<file path="src/rtl/uart_rx_fifo.sv">
// 8N1 UART receiver with 16x oversampling, feeding a first-word-fall-through FIFO.
// Bad stop bits pulse frame_err; bytes arriving while the FIFO is full pulse overrun.
module uart_rx_fifo #(
  parameter int unsigned DBIT     = 8,
  parameter int unsigned SB_TICK  = 16,
  parameter int unsigned BAUD_DIV = 163,
  parameter int unsigned FIFO_W   = 2
) (
  input  logic            clk,
  input  logic            reset,
  input  logic            rx,
  input  logic            rd_uart,
  output logic [DBIT-1:0] r_data,
  output logic            rx_empty,
  output logic            rx_full,
  output logic            overrun,
  output logic            frame_err
);

  localparam int unsigned CntW  = (BAUD_DIV > 1) ? $clog2(BAUD_DIV) : 1;
  localparam int unsigned NW    = (DBIT > 1) ? $clog2(DBIT) : 1;
  localparam int unsigned Depth = 2 ** FIFO_W;

  localparam logic [1:0] StIdle  = 2'd0;
  localparam logic [1:0] StStart = 2'd1;
  localparam logic [1:0] StData  = 2'd2;
  localparam logic [1:0] StStop  = 2'd3;

  logic            rx_meta_q, rxs_q;
  logic [CntW-1:0] cnt_q;
  logic            tick;
  logic [1:0]      state_q, state_d;
  logic [3:0]      s_q, s_d;
  logic [NW-1:0]   n_q, n_d;
  logic [DBIT-1:0] shift_q, shift_d;
  logic            push;

  logic [FIFO_W:0] wr_ptr_q, rd_ptr_q;
  logic [DBIT-1:0] mem_q [Depth];
  logic            pop, push_ok;

  // Synchronizer resets to the idle level so reset never looks like a start bit.
  always_ff @(posedge clk or negedge reset) begin
    if (!reset) begin
      rx_meta_q <= 1'b1;
      rxs_q     <= 1'b1;
    end else begin
      rx_meta_q <= rx;
      rxs_q     <= rx_meta_q;
    end
  end

  assign tick = (cnt_q == CntW'(BAUD_DIV - 1));

  always_ff @(posedge clk or negedge reset) begin
    if (!reset) begin
      cnt_q <= '0;
    end else if (tick) begin
      cnt_q <= '0;
    end else begin
      cnt_q <= cnt_q + 1'b1;
    end
  end

  always_comb begin
    state_d   = state_q;
    s_d       = s_q;
    n_d       = n_q;
    shift_d   = shift_q;
    push      = 1'b0;
    frame_err = 1'b0;
    case (state_q)
      StIdle: begin
        if (!rxs_q) begin
          state_d = StStart;
          s_d     = '0;
        end
      end
      StStart: begin
        if (tick) begin
          if (s_q == 4'd7) begin
            if (!rxs_q) begin
              state_d = StData;
              s_d     = '0;
              n_d     = '0;
            end else begin
              state_d = StIdle;
            end
          end else begin
            s_d = s_q + 4'd1;
          end
        end
      end
      StData: begin
        if (tick) begin
          if (s_q == 4'd15) begin
            s_d     = '0;
            shift_d = {rxs_q, shift_q[DBIT-1:1]};
            if (n_q == NW'(DBIT - 1)) begin
              state_d = StStop;
            end else begin
              n_d = n_q + 1'b1;
            end
          end else begin
            s_d = s_q + 4'd1;
          end
        end
      end
      StStop: begin
        if (tick) begin
          if (s_q == 4'(SB_TICK - 1)) begin
            state_d = StIdle;
            if (rxs_q) begin
              push = 1'b1;
            end else begin
              frame_err = 1'b1;
            end
          end else begin
            s_d = s_q + 4'd1;
          end
        end
      end
      default: state_d = StIdle;
    endcase
  end

  always_ff @(posedge clk or negedge reset) begin
    if (!reset) begin
      state_q <= StIdle;
      s_q     <= '0;
      n_q     <= '0;
      shift_q <= '0;
    end else begin
      state_q <= state_d;
      s_q     <= s_d;
      n_q     <= n_d;
      shift_q <= shift_d;
    end
  end

  // Extra pointer MSB distinguishes full from empty when the indices match.
  assign rx_empty = (wr_ptr_q == rd_ptr_q);
  assign rx_full  = (wr_ptr_q[FIFO_W] != rd_ptr_q[FIFO_W]) &&
                    (wr_ptr_q[FIFO_W-1:0] == rd_ptr_q[FIFO_W-1:0]);
  assign pop      = rd_uart && !rx_empty;
  assign push_ok  = push && (!rx_full || pop);
  assign overrun  = push && rx_full && !pop;
  assign r_data   = mem_q[rd_ptr_q[FIFO_W-1:0]];

  always_ff @(posedge clk or negedge reset) begin
    if (!reset) begin
      wr_ptr_q <= '0;
      rd_ptr_q <= '0;
      for (int i = 0; i < Depth; i++) begin
        mem_q[i] <= '0;
      end
    end else begin
      if (push_ok) begin
        mem_q[wr_ptr_q[FIFO_W-1:0]] <= shift_q;
        wr_ptr_q                    <= wr_ptr_q + 1'b1;
      end
      if (pop) begin
        rd_ptr_q <= rd_ptr_q + 1'b1;
      end
    end
  end

endmodule

</file>
<file path="config.mk">
export PLATFORM = sky130hd
export DESIGN_NAME = uart_rx_fifo
export DESIGN_NICKNAME = d
export VERILOG_FILES = /design/src/rtl/uart_rx_fifo.sv
export SDC_FILE = /design/constraint.sdc
export NUM_CORES = 1
export LEC_CHECK = 0
export CORE_MARGIN = 2
export CORE_UTILIZATION = 54
export CTS_CLUSTER_SIZE = 25
export DETAILED_ROUTE_END_ITERATION = 7
export PLACE_DENSITY = 0.76
export SETUP_SLACK_MARGIN = 0.02
export SYNTH_ARGS = -nofsm -noshare
export SYNTH_HDL_FRONTEND = slang
export SYNTH_SLANG_ARGS = --single-unit
</file>
<file path="constraint.sdc">
create_clock -name clk -period 2.2 [get_ports clk]
set_clock_uncertainty 0.15 [all_clocks]
set_input_delay 0.22 -clock clk [delete_from_list [all_inputs] [get_ports clk]]
set_output_delay 0.22 -clock clk [all_outputs]
set_load 0.02 [all_outputs]
</file>
## After elaboration in Yosys (flattened, before gate mapping)

Index checks and enable logic that the tools add are counted.

- Input bits: 4
- Output and inout bits: 12
- Logic and storage cells: 100
- Flip-flop bits (word level): 65

- Bitwise logic cells: 2
- Equality and inequality tests: 21
- Reduce and logical (&&, ||, !) cells: 16
- Multiplexer cells: 40
- Add/sub/neg operators: 5
- $lt $le $gt $ge: 3

Operators by type and width:

| operator | number |
|---|---|
| 32-bit bitwise mux | 1 |
| 8-bit two-way mux | 4 |
| 4-bit two-way mux | 7 |
| 2-bit != test, second input constant | 11 |
| 2-bit two-way mux | 9 |
| 3-bit two-way mux | 6 |
| 8-bit binary-select mux with 2-bit select | 1 |
| 8-bit demux with 2-bit select | 1 |
| 4-bit case mux with 4 select lines | 1 |
| 3-bit by 1-bit adder with 3-bit output, second input constant | 3 |
| 8-bit by 1-bit adder with 8-bit output, second input constant | 1 |
| 8-bit equality test, second input constant | 1 |
| 1-bit two-way mux | 8 |
| 2-bit case mux with 4 select lines | 1 |
| 8-bit AND reduction | 1 |
| 7-bit AND reduction | 1 |
| 3-bit >= comparator, second input constant | 2 |
| 1-bit logical AND | 6 |
| 2-bit NOT with 3-bit output | 2 |
| 3-bit case mux with 2 select lines | 1 |
| 4-bit by 1-bit adder with 4-bit output, second input constant | 1 |
| 2-bit equality test, second input constant | 2 |
| 4-bit by 3-bit equality test with 1-bit output, second input constant | 1 |
| 4-bit equality test, second input constant | 1 |
| other kinds (12) | 14 |

## Depth between registers and ports, before layout

Gate-level depths: netlist of run 1.

- Word-level depth: 6
- Depth in mapped cells: 7
- Depth with buffers taken out: 6

## Worst setup path before layout of run 1

OpenSTA, ideal clock, no wires.

- Path kind: register to output
- Start point: reg rd_ptr_q[0]
- End point: out overrun
- Arrival time: 1.791 ns
- Stages on the path, launching flop included: 5
- Required time: 1.830 ns
- Setup slack: 0.039 ns
- Buffers on the path: 1
- Path through: dfrtp_1 -> buf_4 -> xnor2_1 -> nand4b_2 -> nor4_1

- Cells in the longest elaborated chain, start to end: 5
- Elaborated cells between the ends (all ways): 8
- Classes of those cells: eq/ne (2); reduce/logical (6)

RTL lines:

| what | line | source |
|---|---|---|
| start: declaration | 38 | `logic [FIFO_W:0] wr_ptr_q, rd_ptr_q;` |
| start signal: assignment | 163 | `rd_ptr_q <= rd_ptr_q + 1'b1;` |
| 3-bit equality test | 142 | `assign rx_empty = (wr_ptr_q == rd_ptr_q);` |
| 1-bit zero test | 145 | `assign pop = rd_uart && !rx_empty;` |
| 1-bit logical AND | 145 |  |
| 1-bit zero test | 147 | `assign overrun = push && rx_full && !pop;` |
| 1-bit logical AND (*) | 147 |  |
| end: declaration | 16 | `output logic overrun,` |

Mark *: on every way between the ends. The rest lies on a longest branch, timed or not.

## Worst setup path after layout of run 1

- Start point: reg rd_ptr_q[0]
- End point: out r_data[1]

- Cells in the longest elaborated chain, start to end: 4

RTL lines:

| what | line | source |
|---|---|---|
| 2-bit NOT with 3-bit output (implied by the code) | 148 | `assign r_data = mem_q[rd_ptr_q[FIFO_W-1:0]];` |
| 8-bit binary-select mux with 2-bit select | 148 |  |
| 8-bit two-way mux (implied by the code) (2 in a row) | 148 |  |
| end: declaration | 13 | `output logic [DBIT-1:0] r_data,` |

No other way between the ends. The select of a mux whose other input is x is not followed.

==> metrics, run 1 <==
status finished clean; largest net degree at the start of global routing 31; Int Pwr ~1.7 mW; CTS Buf Count 9; setup violators final 0; H-tree Lvls 3; unrepaired setup endpoints after global routing no; peak fanout along the critical path 10; clock latency on the worst-skew pair approximately 0.34 ns; WL per Instance ~16 um; Clock Tree Root clkbuf_8; Slew @ Worst Pin ~0.57 ns; YS warnings 0; global-route wire length before repair approximately 9.7 mm; relative slew slack between 60% and 70%; Via Count about 2000; Final TNS setup 0 ns; IO Pins 16; final core area utilization 68.19%; critical path type reg2out; max cap viols 0; syn avg cell area around 14 um2; Area Overhead vs Synth 20.08%; gp weighted congestion 0.7801; Synth async-reset ratio between 90% and 100%; Layout fillers 420; R2R depth 5; Yosys top cell area share about half; Row Count 27; number of global-route vias before repair about 2000; commonest cells in the netlist dfrtp_1 (63), mux2_2 (43), xnor2_1 (12); sw frac a little over a fifth; Finished Layout Cells approximately 360; dpl ws -0.01256 ns; power share of the sequential group 56.2%; TritonCTS clock tree yes; net switching power approximately 460 uW; DR pass1 iterations 4; HP Class in2reg; worst vdd ir 0.4560 mV; Pleak 1.786 nW; Seq/Total Area, Yosys 51.46%; Antenna diodes 0; all-layer global routing usage roughly a fifth; startpoint types flop; fin crit share 96.21%; max-slew violations 0; Congestion Overflow GR 0; hold depth 1; Power Dens Cells 561.9 nW/um2; dominant synthesized flop cell dfrtp_1; total wire length between 5 and 6 mm; dpl hpwl around 3.9 mm; critical path data required time 1.83 ns; Starting Density a little under three fifths; f_max around 470 MHz; cell taking the most area after synthesis dfrtp_1; final antenna-violating net count 0; Synth area leaders dfrtp_1 (50%), mux2_2 (15%), mux4_2 (5.7%); Unique masters post-synth 49; min cycle time layout about 2.1 ns; Die Area 6491 um2; post-synthesis cell area 3166 um2; die height between 80 and 90 um; Gate Count Post-Synth 234; EDFF count, synth 0; clock power share between 40% and 50%; share of post-route cells with drive strength above 1 between 30% and 40%; Final nets ~290; most common cell in the netlist dfrtp_1; syn nets about 250; initial antenna violation count 0; placed cells 337; Reg clk slew, reported paths about 0.06 ns; vias per cell around 5.6; clk sink count 65; maximum clock path buffer count 2; DRC viols 0; port buffer count 15; Final Hold Violating Endpoints 0; logic gate share of total power under 10%; Core Area between 5000 and 6000 um2; Worst Path Arrival roughly 1.8 ns; FF+latch count, synth 65; Critical Path Sink Type output port; Horiz. Die Dim slightly above 80 um; post-route setup slack 0.08341 ns; initial detailed-routing violation count 54
## worst paths after layout
kind | start | to | slack, ns
max | rd_ptr_q[0] | r_data[1] | 0.08
min | rx | rx_meta_q | 0.13
max reg2reg | cnt_q[3] | mem_q[17] | 0.15
min reg2reg | rx_meta_q | rxs_q | 0.21
max in group asynchronous | reset | mem_q[0] | 1.05
min in group asynchronous | reset | asynchronous set/reset pin | 0.25
## power groups by stage
stage | logic [mW] | clock network, mW | registers (mW)
after detailed placement | 0.0371 | 0 | 1.22
final | 0.0367 | 0.899 | 1.20
after global routing | 0.0433 | 0.974 | 1.20
after floorplan | 0.00252 | 0 | 1.22
after CTS | 0.0386 | 0.918 | 1.20
after global placement | 0.0368 | 0 | 1.22
## critical path, cell delays in order, from the launching register on
cell           delay [ns]
dfrtp_2              0.41
buf_12               0.16
mux4_2               0.49
dlygate4sd2_1        0.33
## registers in the layout, indices dropped and copies added (netlist names), named ones only
name,flops
shift_q,8
mem_q,32
state_q,1
wr_ptr_q,3
rd_ptr_q,3
s_q,4
rx_meta_q,1
rxs_q,1
n_q,3
cnt_q,8
## area by class of cell
cell class	instances	area, um2	area share, %
Clock buffer	14	162.7	4.279
Clock inverter	2	12.51	0.3292
Inverter	6	22.52	0.5925
Multi-Input combinational cell	156	1496	39.37
Sequential cell	65	1630	42.89
Tap cell	72	90.09	2.370
Timing Repair Buffer	40	386.6	10.17
## layout by cell type, fill, tap and decap left out, types with 2 or more instances in the layout
cell / n
and2_1: 2
dfrtp_1: 62
mux4_2: 8
xor2_1: 3
a21oi_1: 3
buf_12: 5
nand3_4: 2
nor3_1: 4
buf_4: 20
nor2_1: 7
and3_1: 3
nand4_1: 2
ha_1: 9
a22o_2: 2
xnor2_1: 10
clkdlybuf4s15_1: 7
a31oi_1: 2
nand3_1: 7
xnor2_2: 2
nor2b_1: 4
o2bb2ai_1: 2
nand2_1: 9
clkdlybuf4s50_1: 2
mux2_2: 43
dlygate4sd2_1: 3
clkbuf_1: 3
o21ai_0: 7
clkbuf_8: 11
inv_1: 6
dfstp_2: 2
## through the flow
step	hold WS [ns]	area [um2]	power, mW
after global placement	0.09811	3580	1.259
after floorplan	-0.2256	3166	1.225
final	0.1345	3801	2.136
after CTS	0.1228	3784	2.157
after detailed placement	0.09775	3580	1.260
after global routing	0.1203	3801	2.217
## cells by family (layout without fill, tap and decap cells)
kind of cell / count (synthesis) / in the layout / share of synthesized area [%]
buffers and inverters: 13 / 62 / 2.095
AO/OA/AOI/OAI: 23 / 23 / 5.059
AND/OR/NAND/NOR: 56 / 56 / 11.98
multiplexers: 52 / 52 / 21.30
adder cells (fa/ha/maj): 10 / 10 / 3.953
XOR/XNOR: 15 / 15 / 4.150
flip-flops: 65 / 65 / 51.46
## routing by layer
| layer | track usage, % | vias up | wire length, um |
|---|---|---|---|
| met5 | 0 | - | 0 |
| met4 | 9.492 | 0 | 114 |
| met3 | 4.607 | 10 | 159 |
| met2 | 31.50 | 23 | 2793 |
| met1 | 27.15 | 999 | 2757 |
| li1 | - | 953 | - |
## timing repair
action	in CTS	in global routing
hold endpoints to repair	20	0
endpoints found under the setup margin	12	26
resized for setup	29	7
pin swaps	0	3
hold buffers	1	0
setup buffers	0	1
No activity file was read; power rests on OpenSTA's default activity.
==> inputs of run 2 (changes only) <==
Settings changed: CORE_UTILIZATION 54 to 45, PLACE_DENSITY 0.76 to not set.
==> run 2 against run 1 <==
Maximum frequency decreased by 0.25%. Final area up 1.5%. Global-route usage is 3.0 points lower. Largest cell class unchanged.
==> metrics, run 2 (synthesis gave the netlist of run 1 again) <==
TritonCTS clock tree yes; most frequent cells in the layout dfrtp_1 (63), mux2_2 (43), buf_4 (27), xnor2_1 (11), clkbuf_8 (11); Clock Tree Root clkbuf_8; share of post-route cells with drive strength above 1 40.14% (+2.0 points); IO Pins 16 (unchanged); global-route wire length before repair 9.908 mm (+2.2%); Horiz. Die Dim 87.87 um (+9.1%); Pleak 1.843 nW (+3.2%); Critical Path Sink Type output port; Via Count 1983 (-0.10%); most common cell after layout, fill and taps aside dfrtp_1; maximum clock path buffer count 2 (unchanged); initial detailed-routing violation count 70 (+30%); max cap viols 0 (unchanged); placed cells 366 (+8.6%); final antenna-violating net count 0 (unchanged); startpoint types flop; critical path type reg2out; biggest regs mem_q: 32 flops, cnt_q: 8 flops, shift_q: 8 flops; largest net degree at the start of global routing 66 (+110%); die height 87.87 um (+9.1%); DRC viols 0 (unchanged); Die Area 7721 um2 (+19%); Final TNS setup 0 ns (unchanged); HP Class in2reg; Core Area 6794 um2 (+22%); critical path data required time 1.83 ns (about the same); number of global-route vias before repair 2002 (+0.60%); placed instance area 3622 um2 (+1.2%); setup violators final 0 (unchanged); DR pass1 iterations 4 (unchanged); Worst Path Arrival 1.75 ns (about the same); Starting Density 46.59% (-10 points); Final Hold Violating Endpoints 0 (unchanged); peak fanout along the critical path 6 (-4); all-layer global routing usage 17.28% (-3.0 points); worst vdd ir 0.4148 mV (-9.0%); max reg flops 32 (unchanged); Congestion Overflow GR 0 (unchanged); gp weighted congestion 0.8349 (+7.0%); Layout fillers 575 (+37%); Largest Register mem_q; relative slew slack 68.18% (+6.3 points); initial antenna violation count 0 (unchanged); total wire length 5.820 mm (about the same); Antenna diodes 0 (unchanged); fin crit share 96.45% (+0.25 points); unrepaired setup endpoints after global routing yes; Power Dens Cells 566.5 nW/um2 (+0.83%); H-tree Lvls 3 (unchanged); max-slew violations 0 (unchanged); Finished Layout Cells 385 (+8.5%); Row Count 30 (+11%); f_max 471.3 MHz (-0.25%); Met1 Wirelength 2.709 mm (-1.7%); CTS Buf Count 9 (unchanged); WL per Instance 15.12 um (-7.8%); DR WL met2 2.862 mm (+2.5%); Slew @ Worst Pin 0.4733 ns (-0.09903 ns); fin area 3857 um2 (+1.5%); dpl hpwl 3.942 mm (+1.2%); clk sink count 65 (unchanged); routed wl met3 174 um (+9.4%); status finished clean; Final nets 298 (+2.1%); min cycle time layout 2.122 ns (+0.005399 ns); clock latency on the worst-skew pair 0.34 ns (about the same); vias per cell 5.151 (-7.9%); port buffer count 15 (unchanged); hold_ws 0.1458 ns (+0.01128 ns); Area Overhead vs Synth 21.86%; max layer used met4; Final Power 2.185 mW (+2.3%); Reg clk slew, reported paths 0.07 ns (about the same)
-- run 2: what timing repair did --
item,CTS,global route
gates resized for setup,23,7
hold buffers,1,0
buffers inserted,0,2
hold endpoints to repair,63,0
setup endpoints to repair,12,21
pin swaps,0,2
-- run 2: layer usage --
metal  up-vias  track usage [%]
met4         0            5.874
met5         -                0
met3         7            5.278
met2        17            27.69
li1        953                -
met1      1006            22.49
-- run 2: critical path, cell delays in order, from the launching register on --
cell,delay [ns]
dfrtp_1,0.40
buf_6,0.17
mux4_2,0.51
dlygate4sd2_1,0.33
-- run 2: stage by stage --
step	setup WS, ns	utilization (%)
CTS	0.02011	56.19
detailed placement	-0.05262	53.31
floorplan	0.03908	-
global route	0.009645	56.78
finish	0.07801	56.78
global placement	-0.0001419	53.31
-- run 2: cell type report --
cell class                 count  area, um2  share of cell area [%]
clock inverter                 5      38.79                   1.006
multi-input combinational    156       1496                   38.79
tap                           96      120.1                   3.114
clock buffer                  11      151.4                   3.925
sequential                    65       1629                   42.23
inverter                       6      22.52                  0.5838
timing repair buffer          46      399.1                   10.35
-- run 2: report_power, final --
| group | internal (mW) | switching [mW] | leakage, nW |
|---|---|---|---|
| Clock | 0.476 | 0.473 | 0.0959 |
| Sequential | 1.20 | 0.00205 | 0.882 |
| Combinational | 0.0111 | 0.0258 | 0.865 |
| Total | 1.68 | 0.501 | 1.84 |
-- run 2: worst paths after layout --
path / startpoint / end / slack, ns / depth (start not counted)
max: rd_ptr_q[0] / r_data[4] / 0.08 / 3
min: rx / rx_meta_q / 0.15 / 1
max reg2reg: cnt_q[0] / mem_q[0] / 0.16 / 8
min reg2reg: rx_meta_q / rxs_q / 0.21 / 0
max in group asynchronous: reset / rx_meta_q / 1.29 / 3
min in group asynchronous: reset / cnt_q[6] / 0.25 / 3
